<file path="src/rtl/muldiv_unit.sv">
// Iterative multiply/divide engine: shift-add multiply and restoring divide over
// WIDTH cycles, signed/unsigned modes, divide-by-zero and signed-overflow flags.
module muldiv_unit #(
  parameter int WIDTH = 8
) (
  input  logic             clk,
  input  logic             reset,
  input  logic             start,
  input  logic [1:0]       op,
  input  logic [WIDTH-1:0] a,
  input  logic [WIDTH-1:0] b,
  output logic             busy,
  output logic             done,
  output logic [WIDTH-1:0] lo,
  output logic [WIDTH-1:0] hi,
  output logic             cf,
  output logic             vf,
  output logic             dz
);

  localparam int CNT_W = $clog2(WIDTH + 1);
  localparam logic [WIDTH-1:0]   ONE_W  = {{(WIDTH-1){1'b0}}, 1'b1};
  localparam logic [2*WIDTH-1:0] ONE_2W = {{(2*WIDTH-1){1'b0}}, 1'b1};
  localparam logic [WIDTH-1:0]   MIN_W  = {1'b1, {(WIDTH-1){1'b0}}};
  localparam logic [WIDTH-1:0]   ONES_W = {WIDTH{1'b1}};
  localparam logic [WIDTH-1:0]   ZERO_W = {WIDTH{1'b0}};

  typedef enum logic [2:0] {
    S_IDLE = 3'd0,
    S_LOAD = 3'd1,
    S_ITER = 3'd2,
    S_FIX  = 3'd3,
    S_DONE = 3'd4
  } state_t;

  state_t             state_q, state_d;
  logic [1:0]         op_q, op_d;
  logic [WIDTH-1:0]   a_q, a_d, b_q, b_d;
  logic [WIDTH-1:0]   opnd_q, opnd_d;
  logic [WIDTH-1:0]   mq_q, mq_d;
  logic [WIDTH:0]     acc_q, acc_d;
  logic [CNT_W-1:0]   cnt_q, cnt_d;
  logic               neg_lo_q, neg_lo_d, neg_hi_q, neg_hi_d;
  logic               busy_q, busy_d, done_q, done_d;
  logic [WIDTH-1:0]   lo_q, lo_d, hi_q, hi_d;
  logic               cf_q, cf_d, vf_q, vf_d, dz_q, dz_d;

  logic               a_neg_s, b_neg_s;
  logic [WIDTH-1:0]   a_mag_s, b_mag_s;
  logic [WIDTH:0]     mul_sum_s;
  logic [WIDTH:0]     rem_sh_s;
  logic [WIDTH+1:0]   diff_s;
  logic [2*WIDTH-1:0] prod_s, prod_fix_s;
  logic [WIDTH-1:0]   q_fix_s, r_fix_s;
  logic [WIDTH-1:0]   fix_lo_s, fix_hi_s;
  logic               fix_cf_s, fix_vf_s, fix_dz_s;

  assign a_neg_s   = op_q[0] & a_q[WIDTH-1];
  assign b_neg_s   = op_q[0] & b_q[WIDTH-1];
  assign a_mag_s   = a_neg_s ? ((~a_q) + ONE_W) : a_q;
  assign b_mag_s   = b_neg_s ? ((~b_q) + ONE_W) : b_q;
  assign mul_sum_s = {1'b0, acc_q[WIDTH-1:0]} + (mq_q[0] ? {1'b0, opnd_q} : {1'b0, ZERO_W});
  assign rem_sh_s  = {acc_q[WIDTH-1:0], mq_q[WIDTH-1]};
  // One extra bit beyond the shifted remainder so the top bit is a clean borrow.
  assign diff_s    = {1'b0, rem_sh_s} - {2'b00, opnd_q};
  assign prod_s    = {acc_q[WIDTH-1:0], mq_q};
  assign prod_fix_s = neg_lo_q ? ((~prod_s) + ONE_2W) : prod_s;
  assign q_fix_s   = neg_lo_q ? ((~mq_q) + ONE_W) : mq_q;
  assign r_fix_s   = neg_hi_q ? ((~acc_q[WIDTH-1:0]) + ONE_W) : acc_q[WIDTH-1:0];

  // Final result selection, sign correction and flag derivation used in FIX.
  always_comb begin
    fix_lo_s = ZERO_W;
    fix_hi_s = ZERO_W;
    fix_cf_s = 1'b0;
    fix_vf_s = 1'b0;
    fix_dz_s = 1'b0;
    if (op_q[1]) begin
      if (b_q == ZERO_W) begin
        fix_lo_s = ONES_W;
        fix_hi_s = a_q;
        fix_dz_s = 1'b1;
      end else if (op_q[0] && (a_q == MIN_W) && (b_q == ONES_W)) begin
        fix_lo_s = MIN_W;
        fix_hi_s = ZERO_W;
        fix_vf_s = 1'b1;
      end else begin
        fix_lo_s = q_fix_s;
        fix_hi_s = r_fix_s;
      end
    end else begin
      fix_lo_s = prod_fix_s[WIDTH-1:0];
      fix_hi_s = prod_fix_s[2*WIDTH-1:WIDTH];
      if (op_q[0]) begin
        fix_cf_s = (prod_fix_s[2*WIDTH-1:WIDTH] != {WIDTH{prod_fix_s[WIDTH-1]}});
        fix_vf_s = fix_cf_s;
      end else begin
        fix_cf_s = (prod_fix_s[2*WIDTH-1:WIDTH] != ZERO_W);
        fix_vf_s = 1'b0;
      end
    end
  end

  // Sequencer next-state and datapath updates.
  always_comb begin
    state_d  = state_q;
    op_d     = op_q;
    a_d      = a_q;
    b_d      = b_q;
    opnd_d   = opnd_q;
    mq_d     = mq_q;
    acc_d    = acc_q;
    cnt_d    = cnt_q;
    neg_lo_d = neg_lo_q;
    neg_hi_d = neg_hi_q;
    lo_d     = lo_q;
    hi_d     = hi_q;
    cf_d     = cf_q;
    vf_d     = vf_q;
    dz_d     = dz_q;
    case (state_q)
      S_IDLE, S_DONE: begin
        if (start) begin
          op_d    = op;
          a_d     = a;
          b_d     = b;
          state_d = S_LOAD;
        end else begin
          state_d = S_IDLE;
        end
      end
      S_LOAD: begin
        opnd_d   = op_q[1] ? b_mag_s : a_mag_s;
        mq_d     = op_q[1] ? a_mag_s : b_mag_s;
        acc_d    = {(WIDTH+1){1'b0}};
        cnt_d    = {CNT_W{1'b0}};
        neg_lo_d = a_neg_s ^ b_neg_s;
        neg_hi_d = op_q[1] & a_neg_s;
        state_d  = S_ITER;
      end
      S_ITER: begin
        if (op_q[1]) begin
          if (!diff_s[WIDTH+1]) begin
            acc_d = diff_s[WIDTH:0];
            mq_d  = {mq_q[WIDTH-2:0], 1'b1};
          end else begin
            acc_d = rem_sh_s;
            mq_d  = {mq_q[WIDTH-2:0], 1'b0};
          end
        end else begin
          acc_d = {1'b0, mul_sum_s[WIDTH:1]};
          mq_d  = {mul_sum_s[0], mq_q[WIDTH-1:1]};
        end
        cnt_d = cnt_q + CNT_W'(1);
        if (cnt_q == CNT_W'(WIDTH - 1)) begin
          state_d = S_FIX;
        end else begin
          state_d = S_ITER;
        end
      end
      S_FIX: begin
        lo_d    = fix_lo_s;
        hi_d    = fix_hi_s;
        cf_d    = fix_cf_s;
        vf_d    = fix_vf_s;
        dz_d    = fix_dz_s;
        state_d = S_DONE;
      end
      default: state_d = S_IDLE;
    endcase
    busy_d = (state_d == S_LOAD) || (state_d == S_ITER) || (state_d == S_FIX);
    done_d = (state_d == S_DONE);
  end

  // State and datapath registers; reset aborts any operation in flight.
  always_ff @(posedge clk or negedge reset) begin
    if (!reset) begin
      state_q  <= S_IDLE;
      op_q     <= 2'b00;
      a_q      <= ZERO_W;
      b_q      <= ZERO_W;
      opnd_q   <= ZERO_W;
      mq_q     <= ZERO_W;
      acc_q    <= {(WIDTH+1){1'b0}};
      cnt_q    <= {CNT_W{1'b0}};
      neg_lo_q <= 1'b0;
      neg_hi_q <= 1'b0;
      busy_q   <= 1'b0;
      done_q   <= 1'b0;
      lo_q     <= ZERO_W;
      hi_q     <= ZERO_W;
      cf_q     <= 1'b0;
      vf_q     <= 1'b0;
      dz_q     <= 1'b0;
    end else begin
      state_q  <= state_d;
      op_q     <= op_d;
      a_q      <= a_d;
      b_q      <= b_d;
      opnd_q   <= opnd_d;
      mq_q     <= mq_d;
      acc_q    <= acc_d;
      cnt_q    <= cnt_d;
      neg_lo_q <= neg_lo_d;
      neg_hi_q <= neg_hi_d;
      busy_q   <= busy_d;
      done_q   <= done_d;
      lo_q     <= lo_d;
      hi_q     <= hi_d;
      cf_q     <= cf_d;
      vf_q     <= vf_d;
      dz_q     <= dz_d;
    end
  end

  assign busy = busy_q;
  assign done = done_q;
  assign lo   = lo_q;
  assign hi   = hi_q;
  assign cf   = cf_q;
  assign vf   = vf_q;
  assign dz   = dz_q;

endmodule

</file>
<file path="config.mk">
export PLATFORM = sky130hd
export DESIGN_NAME = muldiv_unit
export DESIGN_NICKNAME = d
export VERILOG_FILES = /design/src/rtl/muldiv_unit.sv
export SDC_FILE = /design/constraint.sdc
export NUM_CORES = 1
export LEC_CHECK = 0
export CAP_MARGIN = 25
export CORE_AREA = 2 2 103 105
export CTS_CLUSTER_DIAMETER = 120
export DETAILED_ROUTE_END_ITERATION = 10
export DIE_AREA = 0 0 105 107
export PLACE_DENSITY = 0.69
export SLEW_MARGIN = 20
export SYNTH_ARGS = -nofsm -noshare
export SYNTH_HDL_FRONTEND = slang
export SYNTH_SLANG_ARGS = --single-unit
export TNS_END_PERCENT = 100
</file>
<file path="constraint.sdc">
create_clock -name clk -period 4.7 [get_ports clk]
set_input_delay 0.94 -clock clk [delete_from_list [all_inputs] [get_ports clk]]
set_output_delay 0.94 -clock clk [all_outputs]
set_load 0.01 [all_outputs]
</file>
Word level (Yosys, flattened, before mapping). Index checks and enable logic that the tools add are counted.

$add $sub $neg: 8. Multiply operators: 0. Divide/modulo/power cells: 0. Magnitude comparators: 0. Equal/unequal tests: 12. Shift operators: 0. Multiplexer cells: 32. Bitwise gates (word level): 9. Reduce and logical (&&, ||, !) cells: 10.

Operators by type and width (count): $mux W8 (16); $add A8 B1 Y8 const B (4); $not A8 Y8 (4); $pmux W8 S2 (2); $add A16 B1 Y16 const B (1); $eq A8 B8 Y1 const B (2); $mux W16 (1); $not A16 Y16 (1); $eq A3 B2 Y1 const B (4); $pmux W3 S4 (1); $mux W1 (11); $sub A9 B8 Y10 (1); $add A8 B8 Y9 (1); $logic_not A8 Y1 (1); $ne A8 B8 Y1 (1); $pmux W4 S2 (1); $reduce_bool A8 Y1 (1); $eq A3 B1 Y1 const B (2); $eq A3 B3 Y1 const B (2); $add A4 B1 Y4 const B (1); $eq A4 B3 Y1 const B (1); $and A1 B1 Y1 (3); $logic_not A3 Y1 (1); $logic_and A1 B1 Y1 (2); other kinds (5) (6).

Register bits after elaboration: 72. Latch bits: 0. Bits in writable memories: 0. Memory bits (read-only): 0. Bits of input ports: 21. Memories kept: 0.

Logic depth before layout (Yosys ltp). Gate-level depths: netlist (run 1).

Word-level depth: 6. Gate-level depth with buffers: 11. Mapped depth without buffers: 11.

Worst setup path after synthesis (run 1). OpenSTA, ideal clock, no wires.

Kind: register to register. From: register acc_q[1]. To: register acc_q[7]. Setup time: 0.067 ns. Data arrival time: 2.382 ns. Required time: 4.633 ns. Setup slack: 2.251 ns. Stages on the path, launching flop included: 11. Buffers on the path: 1. Clock period less this slack: 2.449 ns. Cell sequence: dfrtp_1 > clkbuf_1 > inv_1 > fa_1 > nor2b_1 > o21ai_0 > a21boi_0 > o21a_1 > o21ai_0 > a2111oi_0 > a22o_1.

Cells in the longest elaborated chain, start to end: 4.

RTL lines: start, declared (RTL line 41) `logic [WIDTH:0] acc_q, acc_d;`; start signal, assigned (RTL line 184) `acc_q <= {(WIDTH+1){1'b0}};`; $sub A9 B8 Y10 (RTL line 65) `assign diff_s = {1'b0, rem_sh_s} - {2'b00, opnd_q};`; $mux W8 (RTL line 143) `if (!diff_s[WIDTH+1]) begin`; $mux W8 * (RTL line 142) `if (op_q[1]) begin`; $pmux W8 S2 * (RTL line 121) `case (state_q)`.

Every way passes the cells marked *; elsewhere a longest branch is shown, timed or not. A chain may end at the register's enable or synchronous reset.

Worst setup path after layout (run 1).
From: register acc_q[0]. To: register acc_q[7].

Same word-level chain as after synthesis.

==> results of run 1 <==
layer usage:
layer  GRT usage, %  routed length (um)
met1           34.5                6080
met2           38.9                6060
met3           5.11                 887
met4           8.00                 261
met5              0                   0
cells in the mapped netlist, drive strengths merged (4+ instances only):
master | instances | area [sq um]
nand2 | 83 | 312
dfrtp | 72 | 1800
o21ai | 56 | 280
nor2 | 42 | 158
inv | 29 | 109
clkbuf | 28 | 105
a21oi | 26 | 130
xnor2 | 26 | 235
ha | 22 | 275
nor3 | 17 | 90.1
mux2 | 16 | 180
mux2i | 16 | 160
nand3 | 14 | 70.1
xor2 | 12 | 105
o31ai | 11 | 82.6
o221ai | 8 | 70.1
o211ai | 7 | 52.6
buf | 6 | 42.5
nor4 | 6 | 37.5
o22ai | 6 | 37.5
or3 | 6 | 37.5
a22o | 5 | 43.8
o21a | 5 | 37.5
or4 | 5 | 45.0
a31oi | 4 | 25.0
nand2b | 4 | 25.0
nand4 | 4 | 25.0
nor2b | 4 | 25.0
or3b | 4 | 35.0
final timing paths:
kind	to	slack, ps	depth (start not counted)
setup / recovery	acc_q[7]	1810	10
hold / removal	lo[2]	490	2
setup reg to reg	acc_q[7]	1810	10
hold reg to reg	lo[2]	490	2
max in group asynchronous	acc_q[0]	3080	2
min in group asynchronous	a_q[4]	640	1
flip-flops by register name (all words and copies together) (netlist names), 2 cells and up:
signal / flops
b_q: 8
acc_q: 8
cnt_q: 4
opnd_q: 8
hi: 8
state_q: 3
lo: 8
a_q: 8
mq_q: 8
op_q: 2
power groups by stage:
stage               Sequential [uW]  Combinational, uW  Clock (uW)
floorplan                      1130               1780           0
global placement               1300               2240           0
detailed placement             1320               2270           0
CTS                            1310               2300         625
global route                   1360               2580         651
finish                         1320               2320         618
worst max-delay path, stage by stage (launching register included):
cell and delay (ps):
dfrtp_1 670, ha_1 270, inv_1 60, fa_1 400, nor2b_1 130, o21ai_0 120, a21boi_0 290, o21a_1 170
o21ai_0 100, a2111oi_0 430, a22o_1 190
kinds of logic after synthesis:
logic type               Yosys count  share of synthesized area, %
AO/OA/AOI/OAI                    146                          18.6
flip-flops                        72                          36.7
XOR/XNOR                          38                          6.94
AND/OR/NAND/NOR                  199                          19.0
buffers and inverters             65                          5.38
adder cells (fa/ha/maj)           24                          6.43
multiplexers                      32                          6.94
per-stage QoR:
| stage | setup slack [ps] | std cells | util [%] |
|---|---|---|---|
| 3_5_place_dp | 1840 | 725 | 53.4 |
| 2_1_floorplan | 2250 | 576 | - |
| 6_report | 1810 | 740 | 55.8 |
| 4_1_cts | 1810 | 740 | 55.8 |
| 5_1_grt | 1540 | 740 | 55.8 |
| 3_3_place_gp | 1910 | 724 | 53.3 |
area by class of cell:
type | instances | share of cell area (%)
Clock buffer | 10 | 2.45
Clock inverter | 5 | 1.85
Inverter | 31 | 2.07
Sequential cell | 72 | 32.0
Multi-Input combinational cell | 439 | 50.6
Tap cell | 136 | 3.02
Timing Repair Buffer | 47 | 8.01
==> results.cfg, run 1 <==
[synth]
ys_seq_area_share_pct = 36.7
syn_inst = 576
ys.flop_type = dfrtp_1
yosys.cell_types.count = 59
async_flop_share_pct = 100
synth_area_sq_um = 4910
synth_area_per_cell_sq_um = 8.52
yosysWarnings = 0
ys_seq_elements = 72
synth_edf_count = 0
postSynthNetCount = 621

[floorplanning]
io_pins = 42
start_util_pct = 48.6
die-area_sq_um = 11200
die_w_um = 105
num_rows = 37
die_h_um = 107
fp.coreArea_sq_um = 10100

[sta]
worstMarginPinSlew_ps = 806
slew_headroom_pct = 46.0
timing.hold.ws_ps = 485
finalCriticalPeriod_ps = 2890
setup_viol = 0
hold_viol = 0
clock_skew_ps = 14.3
post-route-period-util_pct = 61.4
fmax_ghz = 0.346
finalMaxSlewViolations = 0
final.setup.tns_ps = 0
rsz0062_at_grt = false

[setup_path]
cp.required_ps = 5000
path_class = reg -> reg
cp.arrival_ps = 3190
reg2reg_from = acc_q[0]
end_kind = flop
crit_fanout = 15
start_kind = flop
cp-startpoint = acc_q[0]

[power_and_ir_drop]
p_int_uw = 2280
power_density_nw_per_um2 = 756
swShare_pct = 46.3
pwr-share-clk_pct = 14.5
finalPower_uw = 4250
p_seq_share_pct = 31.0
p_leak_uw = 0.00236
combPwrFrac_pct = 54.5
switchingPower_uw = 1970
vdd.ir_drop.worst_mv = 0.392

[layout]
diodes = 0
fin_nets = 645
drive_gt1_share_pct = 8.11
design_area_sq_um = 5630
final_cell_mix = nand2_1, dfrtp_1, o21ai_0, nor2_1, clkdlybuf4s50_1
n_fill_cell = 958
register_area_sq_um = 1800
final_common_cell = nand2_1
syn_to_final_growth_pct = 14.7
multi_input_area_sq_um = 2850

[routing]
vias = 4388
first_pass_iters = 5
vias_per_cell = 5.93
postRouteAntennaNets = 0
post_drt_wl_per_cell_um = 18.0
drc = 0
dr.first_iter.drc_count = 304
wl_um = 13300

[clock_tree]
htree_levels = 3
root_buffer = clkbuf_8
postCtsSetupBuffers = 0
cts-buffers-inserted = 9
cts_resized = 0
clock-sinks = 72
clkLatencyLatePin_ps = 370
cts_tree = built
cts_hold_buf = 0
clockBufferDepth = 2
cts.reportedPaths.clkPinSlew_ps = 80

[min_path]
hold_path.class = reg -> reg
min-delay-start = lo[2]

[global_route]
overflow = 0
track_usage_pct = 24.8
grt_pass1_vias = 4197
grt_pass1_wl_um = 21800
antenna_found_initial = 0
grt_start_max_net_pins = 54

[placed_design]
dpl.hpwl_um = 9520
placed_area_sq_um = 5390
port_buffers = 41
gp_congestion = 0.946

[run]
maxCapViolCount = 0

[status]
status = finished clean
Note: power is estimated with default switching activity, not from simulation.
==> inputs of run 2 (changes only) <==
--- a/config.mk
+++ b/config.mk
@@ -10,7 +10,7 @@
 export CTS_CLUSTER_DIAMETER = 120
 export DETAILED_ROUTE_END_ITERATION = 10
 export DIE_AREA = 0 0 105 107
-export PLACE_DENSITY = 0.69
+export PLACE_DENSITY = 0.72
 export SLEW_MARGIN = 20
 export SYNTH_ARGS = -nofsm -noshare
 export SYNTH_HDL_FRONTEND = slang
==> constraint.sdc (replaced) <==
create_clock -name clk -period 2.3 [get_ports clk]
set_input_delay 0.46 -clock clk [delete_from_list [all_inputs] [get_ports clk]]
set_output_delay 0.46 -clock clk [all_outputs]
set_load 0.01 [all_outputs]
==> results.cfg, run 2 (synthesized netlist as in run 1, its figures left out) <==
[clock_tree]
clockBufferDepth = 2
htree_levels = 3
cts.reportedPaths.clkPinSlew_ps = 90
cts_tree = built
clkLatencyLatePin_ps = 370
cts_hold_buf = 0
clock-sinks = 72
root_buffer = clkbuf_8
cts-buffers-inserted = 9

[sta]
setup_viol = 8
worst_slack_ps = -151
slew_headroom_pct = 47.8
worstMarginPinSlew_ps = 783
finalCriticalPeriod_ps = 2450
post-route-period-util_pct = 107
hold_viol = 0
finalMaxSlewViolations = 0
rsz0062_at_grt = true
clock_skew_ps = 16.9
fmax_ghz = 0.408

[power_and_ir_drop]
vdd.ir_drop.worst_mv = 0.612
p_leak_uw = 0.00279
power_density_nw_per_um2 = 1570
finalPower_uw = 10200

[floorplanning]
die-area_sq_um = 11200
die_h_um = 107
io_pins = 42
num_rows = 37
die_w_um = 105
start_util_pct = 48.6
fp.coreArea_sq_um = 10100

[routing]
post_drt_wl_per_cell_um = 17.5
vias = 4778
dr.first_iter.drc_count = 234
vias_per_cell = 5.83
drc = 0
first_pass_iters = 5
postRouteAntennaNets = 0
wl_um = 14300

[setup_path]
critPathMaxStageDelay_ps = 540
path_class = reg -> reg
cp.arrival_ps = 2690
cp_slowest_cell = or4_4
crit_fanout = 5
cp.required_ps = 2540
crit_path_cell_trace = or4_4 -> buf_4 -> o31ai_1 -> xor2_1 -> nand2_1 -> nor4_1 -> a211o_1 -> nand3_1
start_kind = flop
end_kind = flop

[global_route]
track_usage_pct = 26.7
grt_pass1_vias = 4691
overflow = 0
antenna_found_initial = 0
grt_start_max_net_pins = 73
grt_pass1_wl_um = 23300

[layout]
syn_to_final_growth_pct = 32.1
final_common_cell = nand2_1
n_fill_cell = 871
diodes = 0
layout.cells.non_filler = 819
fin_nets = 723
drive_gt1_share_pct = 24.6
final_cell_mix = nand2_1, buf_4, dfrtp_1, o21ai_0, nor2_1

[placed_design]
dpl.hpwl_um = 10600
port_buffers = 41
dp.cells = 783
gp_congestion = 0.894

[min_path]
hold_path.class = in -> async

[status]
violations = negative setup slack
status = finished with violations

[run]
maxCapViolCount = 0
-- run 2: cell count changes in the layout (fill, tap and decap cells not counted), moves of 4 or more --
cell	delta
a21oi_1	-5
buf_4	+69
ha_1	-5
buf_6	+7
a21oi_2	+5
o21ai_0	-10
o22ai_1	-5
o22ai_2	+5
ha_4	+4
o21ai_1	+8
-- run 2: report_power, final --
part | internal, uW | leakage [uW] | switching [uW]
clock network | 507 | 0.0000968 | 538
registers | 1820 | 0.000904 | 504
logic | 3240 | 0.00179 | 3590
-- run 2: cell type report --
cell class	count	area, sq um	share of cell area, %
clock buffer	10	128	1.97
sequential	72	1800	27.8
clock inverter	6	68.8	1.06
tap	136	170	2.62
timing repair buffer	125	1090	16.8
inverter	31	116	1.80
multi-input combinational	439	3110	47.9
-- run 2: through the flow --
| step | hold WS, ps | utilization (%) | area (sq um) | TNS (ps) | setup slack (ps) |
|---|---|---|---|---|---|
| 2_1_floorplan | 164 | - | 4930 | -368 | -106 |
| 3_3_place_gp | 457 | 58.1 | 5860 | -763 | -187 |
| 3_5_place_dp | 456 | 58.1 | 5870 | -1220 | -254 |
| 4_1_cts | 118 | 61.8 | 6240 | -566 | -103 |
| 5_1_grt | 136 | 64.2 | 6480 | -1680 | -241 |
| 6_report | 86.5 | 64.2 | 6480 | -405 | -151 |
-- run 2: timing repair --
| item | in CTS | in global routing |
|---|---|---|
| pin swaps | 20 | 18 |
| setup buffers | 13 | 7 |
| setup endpoints to repair | 10 | 18 |
| gates resized for setup | 30 | 39 |
-- run 2: metal layers --
metal,vias up,GRT usage (%),wire length [um]
met5,-,0,0
met4,0,13.9,578
met3,48,6.38,900
met2,163,43.0,6770
met1,2309,33.4,6080
li1,2258,-,-
-- run 2: path summary, 6_finish.rpt --
path	startpoint	to	slack [ps]	cells after the start
setup / recovery	mq_q[1]	cf	-150	8
min in group clk	lo[0]	lo[0]	470	2
hold reg to reg	lo[0]	lo[0]	470	2
setup reg to reg	mq_q[1]	cf	-150	8
hold / removal	reset	acc_q[7]	90	2
max in group asynchronous	reset	acc_q[0]	1840	2
-- run 2: worst max-delay path, delay by kind of cell, from the launching register on --
family	cells	cell delay [ps]
buf+inv	1	180
compound gates	2	460
simple gates	4	1000
xor+xnor	1	280
flops	1	410
